<file path="config.mk">
export PLATFORM = sky130hd
export DESIGN_NAME = capture_buffer
export DESIGN_NICKNAME = d
export VERILOG_FILES = /design/src/rtl/capture_buffer.sv
export SDC_FILE = /design/constraint.sdc
export NUM_CORES = 1
export LEC_CHECK = 0
export CORE_UTILIZATION = 55
export CTS_CLUSTER_DIAMETER = 60
export DETAILED_ROUTE_END_ITERATION = 12
export PLACE_DENSITY = 0.74
export SYNTH_ARGS = -nofsm -noshare
export SYNTH_HDL_FRONTEND = slang
export SYNTH_SLANG_ARGS = --single-unit
</file>
<file path="constraint.sdc">
create_clock -name clk -period 2.5 [get_ports clk]
set_input_delay 0.375 -clock clk [delete_from_list [all_inputs] [get_ports clk]]
set_output_delay 0.375 -clock clk [all_outputs]
set_load 0.01 [all_outputs]
</file>
<file path="src/rtl/capture_buffer.sv">
// Pre/post-trigger capture buffer: records samples while armed, freezes a DEPTH-word window around an accepted trigger and drains it oldest-first.
// Optional build macro CAPTURE_DECIM_EN adds a div[3:0] input that decimates the sample stream (strobe every div+1 cycles).
module capture_buffer #(
    parameter int WIDTH = 4,
    parameter int DEPTH = 16,
    parameter int PRE   = 8
) (
    input  logic             clk,
    input  logic             rst,
    input  logic             arm,
    input  logic [WIDTH-1:0] in_data,
    input  logic             trig,
`ifdef CAPTURE_DECIM_EN
    input  logic [3:0]       div,
`endif
    input  logic             rd_ready,
    output logic             rd_valid,
    output logic [WIDTH-1:0] rd_data,
    output logic             busy,
    output logic             done
);

    localparam int AW = $clog2(DEPTH);
    localparam logic [AW:0]   PRE_W   = (AW+1)'(PRE);
    localparam logic [AW:0]   DEPTH_W = (AW+1)'(DEPTH);
    localparam logic [AW:0]   LAST_W  = (AW+1)'(DEPTH - 1);
    localparam logic [AW-1:0] POST_W  = AW'(DEPTH - PRE - 1);

    typedef enum logic [1:0] {IDLE, PRETRIG, POSTTRIG, DRAIN} state_t;

    state_t           state;
    logic [WIDTH-1:0] mem [DEPTH];
    logic [AW-1:0]    wr_ptr;
    logic [AW-1:0]    rd_ptr;
    logic [AW-1:0]    post_cnt;
    logic [AW:0]      fill;
    logic [AW:0]      rd_cnt;
    logic             arm_q;
    logic             strobe;
    logic             wr_en;

`ifdef CAPTURE_DECIM_EN
    logic [3:0] presc;

    assign strobe = (presc == div);

    // Prescaler restarts with every capture so the first strobe lands div cycles after arming.
    always_ff @(posedge clk or posedge rst) begin
        if (rst) begin
            presc <= '0;
        end else if (state == PRETRIG || state == POSTTRIG) begin
            presc <= strobe ? 4'd0 : presc + 4'd1;
        end else begin
            presc <= '0;
        end
    end
`else
    assign strobe = 1'b1;
`endif

    assign wr_en    = arm && strobe && (state == PRETRIG || state == POSTTRIG);
    assign rd_valid = (state == DRAIN) && (rd_cnt < DEPTH_W);
    assign rd_data  = rd_valid ? mem[rd_ptr] : '0;
    assign busy     = (state == PRETRIG) || (state == POSTTRIG);
    assign done     = (state == DRAIN);

    always_ff @(posedge clk) begin
        if (wr_en) begin
            mem[wr_ptr] <= in_data;
        end
    end

    always_ff @(posedge clk or posedge rst) begin
        if (rst) begin
            state    <= IDLE;
            wr_ptr   <= '0;
            rd_ptr   <= '0;
            post_cnt <= '0;
            fill     <= '0;
            rd_cnt   <= '0;
            arm_q    <= 1'b0;
        end else begin
            arm_q <= arm;
            case (state)
                IDLE: begin
                    if (arm && !arm_q) begin
                        state  <= PRETRIG;
                        wr_ptr <= '0;
                        fill   <= '0;
                    end
                end
                PRETRIG: begin
                    if (!arm) begin
                        state <= IDLE;
                    end else if (strobe) begin
                        wr_ptr <= wr_ptr + 1'b1;
                        if (fill < DEPTH_W) begin
                            fill <= fill + 1'b1;
                        end
                        // fill is the pre-write count, so the trigger sample itself is post sample #0.
                        if (trig && fill >= PRE_W) begin
                            post_cnt <= POST_W;
                            if (POST_W == '0) begin
                                state  <= DRAIN;
                                rd_ptr <= wr_ptr + 1'b1;
                                rd_cnt <= '0;
                            end else begin
                                state <= POSTTRIG;
                            end
                        end
                    end
                end
                POSTTRIG: begin
                    if (!arm) begin
                        state <= IDLE;
                    end else if (strobe) begin
                        wr_ptr   <= wr_ptr + 1'b1;
                        post_cnt <= post_cnt - 1'b1;
                        if (post_cnt == AW'(1)) begin
                            state  <= DRAIN;
                            rd_ptr <= wr_ptr + 1'b1;
                            rd_cnt <= '0;
                        end
                    end
                end
                DRAIN: begin
                    if (rd_valid && rd_ready) begin
                        rd_ptr <= rd_ptr + 1'b1;
                        rd_cnt <= rd_cnt + 1'b1;
                        if (rd_cnt == LAST_W) begin
                            state <= IDLE;
                        end
                    end
                end
                default: state <= IDLE;
            endcase
        end
    end

endmodule

</file>
; Yosys cells after proc, flatten, opt, wreduce, memory -nomap -nowiden
; Memory sizes are Yosys's and may differ from the RTL's.
; Cells that the tools add are included.
[totals]
regBits = 25
ram_bits = 64
in_bits = 9
wordCells = 80
memories = 1
[classes]
n_addsub = 5
n_lt_le_gt_ge = 3
eq_ne = 16
muxes = 30
n_reduce_logical = 18
[memory_table]
columns = memory, words, width, read_ports, rd_clocked_by_memory_dff, wr, line
row1 = mem, 16, 4, 1, 0, 1, 32  ; logic [WIDTH-1:0] mem [DEPTH];
[op_table]
columns = op, n
row1 = $mux 4, 9
row2 = $mux 5, 6
row3 = $pmux 4 s2, 3
row4 = $pmux 5 s2, 2
row5 = $mux 2, 7
row6 = $ne 2x1->1 const B, 6
row7 = $reduce_and 4->1, 3
row8 = $add 5x1->5 const B, 2
row9 = $lt 5x5->1 const B, 2
row10 = $add 4x1->4 const B, 2
row11 = $pmux 2 s4, 1
row12 = $reduce_bool 2->1, 4
row13 = $ne 2x2->1 const B, 3
row14 = $ne 3x2->1 const B, 2
row15 = $eq 5x4->1 const B, 1
row16 = $ge 5x4->1 const B, 1
row17 = $logic_and 1x1->1, 5
row18 = $reduce_and 5->1, 1
row19 = $eq 2x2->1 const B, 2
row20 = $eq 4x1->1 const B, 1
row21 = $sub 4x1->4 const B, 1
row22 = $reduce_and 3->1, 1
row23 = $eq 2x1->1 const B, 1
row24 = $logic_not 2->1, 1
row25 = other kinds (4), 5

; Longest topological paths before layout
[depth]
word_depth = 5
mapped_depth = 9
ltp_nobuf = 7

; Least setup slack after synthesis
; OpenSTA, ideal clock, no wires.
[synth_path]
path_type = register to output
from = register rd_ptr[0]
to = output port rd_data[1]
arrival_ns = 1.556
required_time_ns = 2.125
slack_ns = 0.569
path_stages_with_launch = 7
path_cell_list = dfrtp_1 buf_2 buf_4 or2_2 o22ai_1 mux2i_1 a21boi_0
[synth_between]
elab_chain_cells = 2
[synth_lines]
columns = element, line
row1 = "start, declared", 34  ; logic [AW-1:0] rd_ptr;
row2 = "start signal, assigned", 105  ; rd_ptr <= wr_ptr + 1'b1;
row3 = "start signal, assigned", 121  ; rd_ptr <= wr_ptr + 1'b1;
row4 = "start signal, assigned", 128  ; rd_ptr <= rd_ptr + 1'b1;
row5 = $mem_v2 16x4, n/a
row6 = $mux 4, 63  ; assign rd_data = rd_valid ? mem[rd_ptr] : '0;
row7 = "end, declared", 18  ; output logic [WIDTH-1:0] rd_data,
; Every way passes these cells.

; Worst setup path in the final report
[layout_path]
from = register rd_ptr[0]
to = output port rd_data[0]
; The elaborated chain is that of the path after synthesis.

==> impl_metrics.ini <==
[run_status]
outcome = complete, no violations

[synth]
synth_cell_types = 43
async_flop_share_pct = 28.1
avgSynthCellArea_um2 = 13.1
yosysSeqAreaShare_pct = 61.3
synth_area_um2 = 4160
synth_seq_cells = 89
yosysWarningCount = 0
yosys_most_used_dff = edfxtp_1
synth_edf_count = 64
synth_cells = 317
synth_fp_nets = 341

[min_path]
hp-class = in -> async

[drt]
post-route-drc-count = 0
dr.pass1.iters = 4
wl_per_cell_um = 17.8
antenna_left = 0
dr.first_iter.drc_count = 220
viasPerCell = 5.70
vias = 2548
wirelength_um = 7980

[placement]
place.gp.congestion = 0.838
dpl-instance-area_um2 = 4460
port-buffer-count = 15
hpwl_um = 5360

[global_route]
grt_pass1_wl_um = 12300
grt_pass1_vias = 2410
grt_util_all_layers_pct = 22.0
met1_usage_pct = 32.1
grt-busiest-layer = met2
grt_overflow_total = 0
grtUsageMet3_pct = 3.69
grt_max_degree = 26
antenna_found_initial = 0
grt_use_met2_pct = 33.2

[setup_path]
arrival_ns = 2.10
crit_type = reg -> out
cpPeakStageDelay_ns = 0.51
startpoint_type = flip-flop
slowest_stage = mux4_2
reg2reg_depth = 5
path_max_fanout = 7
worstPathCellList = buf_12, mux4_2, mux2i_2, o22ai_1, dlygate4sd2_1
critPathCaptureType = output port
crit_required_ns = 2.12

[power]
p_seq_share_pct = 41.5
switchingPower_w = 0.00167
swShare_pct = 33.7
p_int_w = 0.00327
finalPower_w = 0.00494
combinationalPowerShare_pct = 35.7
vdd_drop_max_v = 0.000426
power_leakage_nw = 1.84
p_clk_share_pct = 22.9
p_per_area_nw_per_um2 = 1040

[sta]
drv_slew = 0
finClkSkew_ns = 0.00664
relSlewSlack_pct = 61.7
worst_pin_slew_ns = 0.573
tns_ns = 0
finalSetupViolCount = 0
max_freq_ghz = 0.404
period_minus_slack_ns = 2.48
hold_viol = 0
min_period_over_period_pct = 99.0

[die]
die_height_um = 89.0
rows = 31
io_pins = 16
start_util_pct = 57.0
die_area_um2 = 7910
coreArea_um2 = 7290
die_width_um = 89.0

[final_layout]
final_common_cell = edfxtp_1
area_growth_pct = 14.6
final_nets = 367
n_antenna_cell = 0
drive_gt1_share_pct = 13.2
final_area_um2 = 4760
layout_common_cells = edfxtp_1 (64), nand2_1 (27), mux2i_1 (24), dfrtp_1 (23), ha_1 (15)

[clocking]
cts_hold_buf = 0
root_buffer = clkbuf_8
htreeDepth = 3
clock_tree.buffer_depth = 2
clock_latency_ns = 0.36
cts_tree = built
cts.sink_count = 89
path_clk_slew_ns = 0.09
cts_buffers = 9

[run]
maxCapViolCount = 0
==> worst paths after layout <==
check,from,endpoint,slack [ns]
worst max-delay path,rd_ptr[0],rd_data[0],0.02
worst min-delay path,rst,post_cnt[1],0.36
worst max register to register,state[1],mem[12][1],0.51
worst min register to register,rd_cnt[1],rd_cnt[1],0.52
max in group asynchronous,rst,rd_ptr[1],1.88
min in group clk,rd_cnt[1],rd_cnt[1],0.52
==> logic make-up after synthesis <==
logic type	synth area share [%]
flops	61.3
buf+inv	2.92
compound gates	8.63
xor+xnor	0.421
fa+ha+maj	4.51
simple gates	11.9
mux	10.3
==> flip-flops by register name (all words and copies together), names as in the netlist <==
signal	count
arm_q	1
fill	5
mem	64
post_cnt	4
rd_cnt	5
rd_ptr	4
state	2
wr_ptr	4
==> metrics by stage <==
step	hold WS, ns	utilization, %	std cells	setup slack (ns)
2_1_floorplan	0.402	-	317	0.569
3_3_place_gp	0.491	61.2	427	0.260
3_5_place_dp	0.502	61.2	427	0.152
4_1_cts	0.367	64.8	444	0.0205
5_1_grt	0.443	65.3	447	-0.00739
6_report	0.362	65.3	447	0.0244
==> worst max-delay path: cells and delay by family, from the launching register on <==
| family | cells | cell delay, ns |
|---|---|---|
| AOI/OAI and AO/OA | 1 | 0.13 |
| DFF | 1 | 0.44 |
| muxes | 2 | 0.72 |
| buffers and inverters | 2 | 0.45 |
==> per-layer routing <==
metal	part of all wire [%]	vias to the layer above
met5	0	-
met4	2.7	0
met3	5.7	22
met2	47	65
met1	44	1230
li1	-	1231
==> power by group through the flow <==
| stage | Sequential [W] | Clock [W] | Combinational (W) |
|---|---|---|---|
| 6_report | 0.00205 | 0.00113 | 0.00176 |
| 5_1_grt | 0.00208 | 0.00121 | 0.00194 |
| 4_1_cts | 0.00204 | 0.00114 | 0.00171 |
| 3_5_place_dp | 0.00206 | 0 | 0.00164 |
| 3_3_place_gp | 0.00205 | 0 | 0.00158 |
| 2_1_floorplan | 0.00195 | 0 | 0.00127 |
==> synthesized netlist by cell type (7+ instances only) <==
| master | count | share of area [%] |
|---|---|---|
| a21oi_1 | 8 | 0.96 |
| and2_1 | 11 | 1.7 |
| dfrtp_1 | 25 | 15 |
| edfxtp_1 | 64 | 46 |
| ha_1 | 15 | 4.5 |
| inv_1 | 12 | 1.1 |
| mux2i_1 | 25 | 6.0 |
| nand2_1 | 27 | 2.4 |
| nand2b_1 | 10 | 1.5 |
| nand3_1 | 10 | 1.2 |
| nor2_1 | 10 | 0.90 |
| o21ai_0 | 13 | 1.6 |
| o22ai_1 | 7 | 1.1 |
==> final cells by class <==
type | instances | area [um2]
sequential | 89 | 2550
fill | 566 | 2530
multi-input combinational | 201 | 1490
timing repair buffer | 30 | 322
clock buffer | 9 | 124
tap | 99 | 124
clock inverter | 7 | 106
inverter | 12 | 45.0
==> timing repair <==
item / in CTS / in global routing
setup endpoints to repair: 4 / 3
pin swaps: 0 / 0
buffers inserted: 0 / 2
endpoints found under the hold margin: 0 / 0
gates cloned: 1 / 1
gates resized for setup: 6 / 3
(Power assumes the default switching activity.)
==> variant (same settings) <==
The option `CAPTURE_DECIM_EN` is turned on by a define.
--- a/src/rtl/capture_buffer.sv
+++ b/src/rtl/capture_buffer.sv
@@ -1,5 +1,7 @@
 // Pre/post-trigger capture buffer: records samples while armed, freezes a DEPTH-word window around an accepted trigger and drains it oldest-first.
 // Optional build macro CAPTURE_DECIM_EN adds a div[3:0] input that decimates the sample stream (strobe every div+1 cycles).
+`define CAPTURE_DECIM_EN
+
 module capture_buffer #(
     parameter int WIDTH = 4,
     parameter int DEPTH = 16,
Interface: changed (added div); port bits go from 16 to 20. No check against the original RTL was run, so the function may have changed too.
==> variant against the unedited design <==
Global-route usage up 1.3 points; final area rose by 10%; worst setup slack better by 0.0091 ns; cell count grew 11%; sequential power shrank 8%; routed wire length rose by 16%; hold slack better by 0.025 ns; critical path depth is the same; total power shrank 22%; sequential share of layout area is 3.0 points lower; largest cell class unchanged; sequential cell count is 4 higher; synthesized area increased by 10%; clock power decreased by 11%.
==> variant: results (changes against the unedited design) <==
H-tree Lvls -> 3 (unchanged)
Crit path DAT -> 2.09 ns
Maximum VDD drop -> 0.381 mV (-11%)
Met3 Use GR -> 3.98% (+0.29 points)
Register area share after synthesis -> 57.8% (-3.5 points)
Root Driver -> clkbuf_8
Yosys warns -> 0 (unchanged)
FF-to-FF path depth -> 6 (+1)
Met1 usage -> 33.6% (+1.5 points)
Net Sw Frac -> 32.0% (-1.7 points)
Met2 GRT Util -> 36.8% (+3.6 points)
Clock Skew -> 0.0116 ns (+0.00492 ns)
Area after DPL -> 4990 um^2 (+12%)
Share of layout cells above drive strength 1 -> 17.7% (+4.5 points)
WL met3 -> 356 um (-21%)
Capturing point of the worst reg2reg path -> rd_cnt[0]
Tot GR Track Use -> 23.3% (+1.3 points)
Longest Clk Path Bufs -> 2 (unchanged)
Syn nets -> 383 (+12%)
Drt via density -> 6.00 (+5.3%)
EDFF count, synth -> 64 (unchanged)
CP Launch Point -> rd_ptr[0]
Comb power -> 0.000964 W (-45%)
Largest registers -> mem x64, fill x5, rd_cnt x5
First-pass GRT wire length -> 15100 um (+23%)
Vias in the first global route -> 2974 (+23%)
Distinct cell type count after synthesis -> 50 (+16%)
Die ar. -> 8700 um^2 (+10%)
# nets final -> 421 (+15%)
HP Class -> in2async
Flop2flop setup slack -> 0.39 ns (-0.12 ns)
Crit path to -> rd_data[1]
ANT cells -> 0 (unchanged)
Met1 wire length -> 4380 um (+24%)
Post-synthesis async set-or-reset flop share -> 31.2% (+3.1 points)
Iteration-0 DRC Markers -> 181 (-18%)
Reg2Reg Launch Point -> state[0]
Clock power frac -> 26.1% (+3.2 points)
Top cells by area, synth -> edfxtp_1 42%, dfrtp_1 16%, mux4_2 4.9%, ha_1 4.6%, mux2i_1 3.7%
Crit path largest cell delay -> 0.52 ns
Commonest cells post-synth -> 64 x edfxtp_1, 32 x nand2_1, 29 x dfrtp_1
Routed wl met2 -> 4400 um (+17%)
PortBufs -> 19 (+4)
Status -> finished clean
Pleak -> 1.99 nW (+8.0%)
Routed len/inst -> 18.6 um (+4.5%)
Slowest CP cell -> mux4_2
Largest net degree at the start of global routing -> 30 (+15%)
Fillers -> 589 (+4.1%)
Post-detail-place hpwl -> 6400 um (+19%)
Clk Latency, worst-skew pair -> 0.36 ns (about the same)
Routability cong. -> 0.774 (-7.7%)
Clk. pwr -> 0.00101 W (-11%)
Worst-Margin Slew -> 0.663 ns (+0.0897 ns)
Cts bufs inserted -> 9 (unchanged)
Critical path peak fanout -> 9 (+2)
DR pass1 iterations -> 5 (+1)
-- variant: changes by cell type in the layout (fill, tap and decap cells not counted), sizes merged, moves of 5 or more --
cell	delta
and2	-11
buf	+12
mux2	+6
mux2i	-8
nand2	+5
nand3	+5
nor2	+14
o211a	+5
o211ai	+5
o21ai	-6
o22ai	-5
xnor2	+5
-- variant: kinds of logic after synthesis --
kind of cell               synth area share, %
muxes                                     11.1
AOI/OAI and AO/OA                         11.4
xor gates and xnor gates                  1.53
DFF                                       57.8
buffers and inverters                     2.81
and+or+nand+nor                           10.8
adders and majority gates                 4.64
-- variant: final cells by class --
class,count,share of cell area (%)
clock buffer,9,2.36
tap,102,2.43
clock inverter,6,1.36
sequential,93,50.5
inverter,15,1.07
multi-input combinational,228,34.6
timing repair buffer,44,7.61
-- variant: how the worst min path moves through the flow --
stage	depth (start not counted)	start	end	slack, ns
floorplan	0	arm	arm_q	0.41
global placement	2	fill[4]	fill[4]	0.51
detailed placement	1	presc[0]	presc[0]	0.52
CTS	3	rst	post_cnt[2]	0.40
global route	3	rst	wr_ptr[0]	0.46
finish	3	rst	rd_cnt[3]	0.39
-- variant: metrics by stage --
step | hold WS, ns | setup WS (ns) | std cells | util (%)
4_1_cts | 0.405 | 0.00307 | 493 | 66.2
3_3_place_gp | 0.511 | 0.110 | 477 | 63.3
5_1_grt | 0.459 | -0.0339 | 497 | 66.5
2_1_floorplan | 0.406 | 0.530 | 353 | -
3_5_place_dp | 0.521 | 0.0630 | 477 | 63.3
6_report | 0.388 | 0.0335 | 497 | 66.5
-- variant: timing repair --
action,in CTS,in global routing
buffers inserted,0,4
hold buffers,0,0
endpoints found under the setup margin,4,4
resized for setup,11,4
cloned,1,0
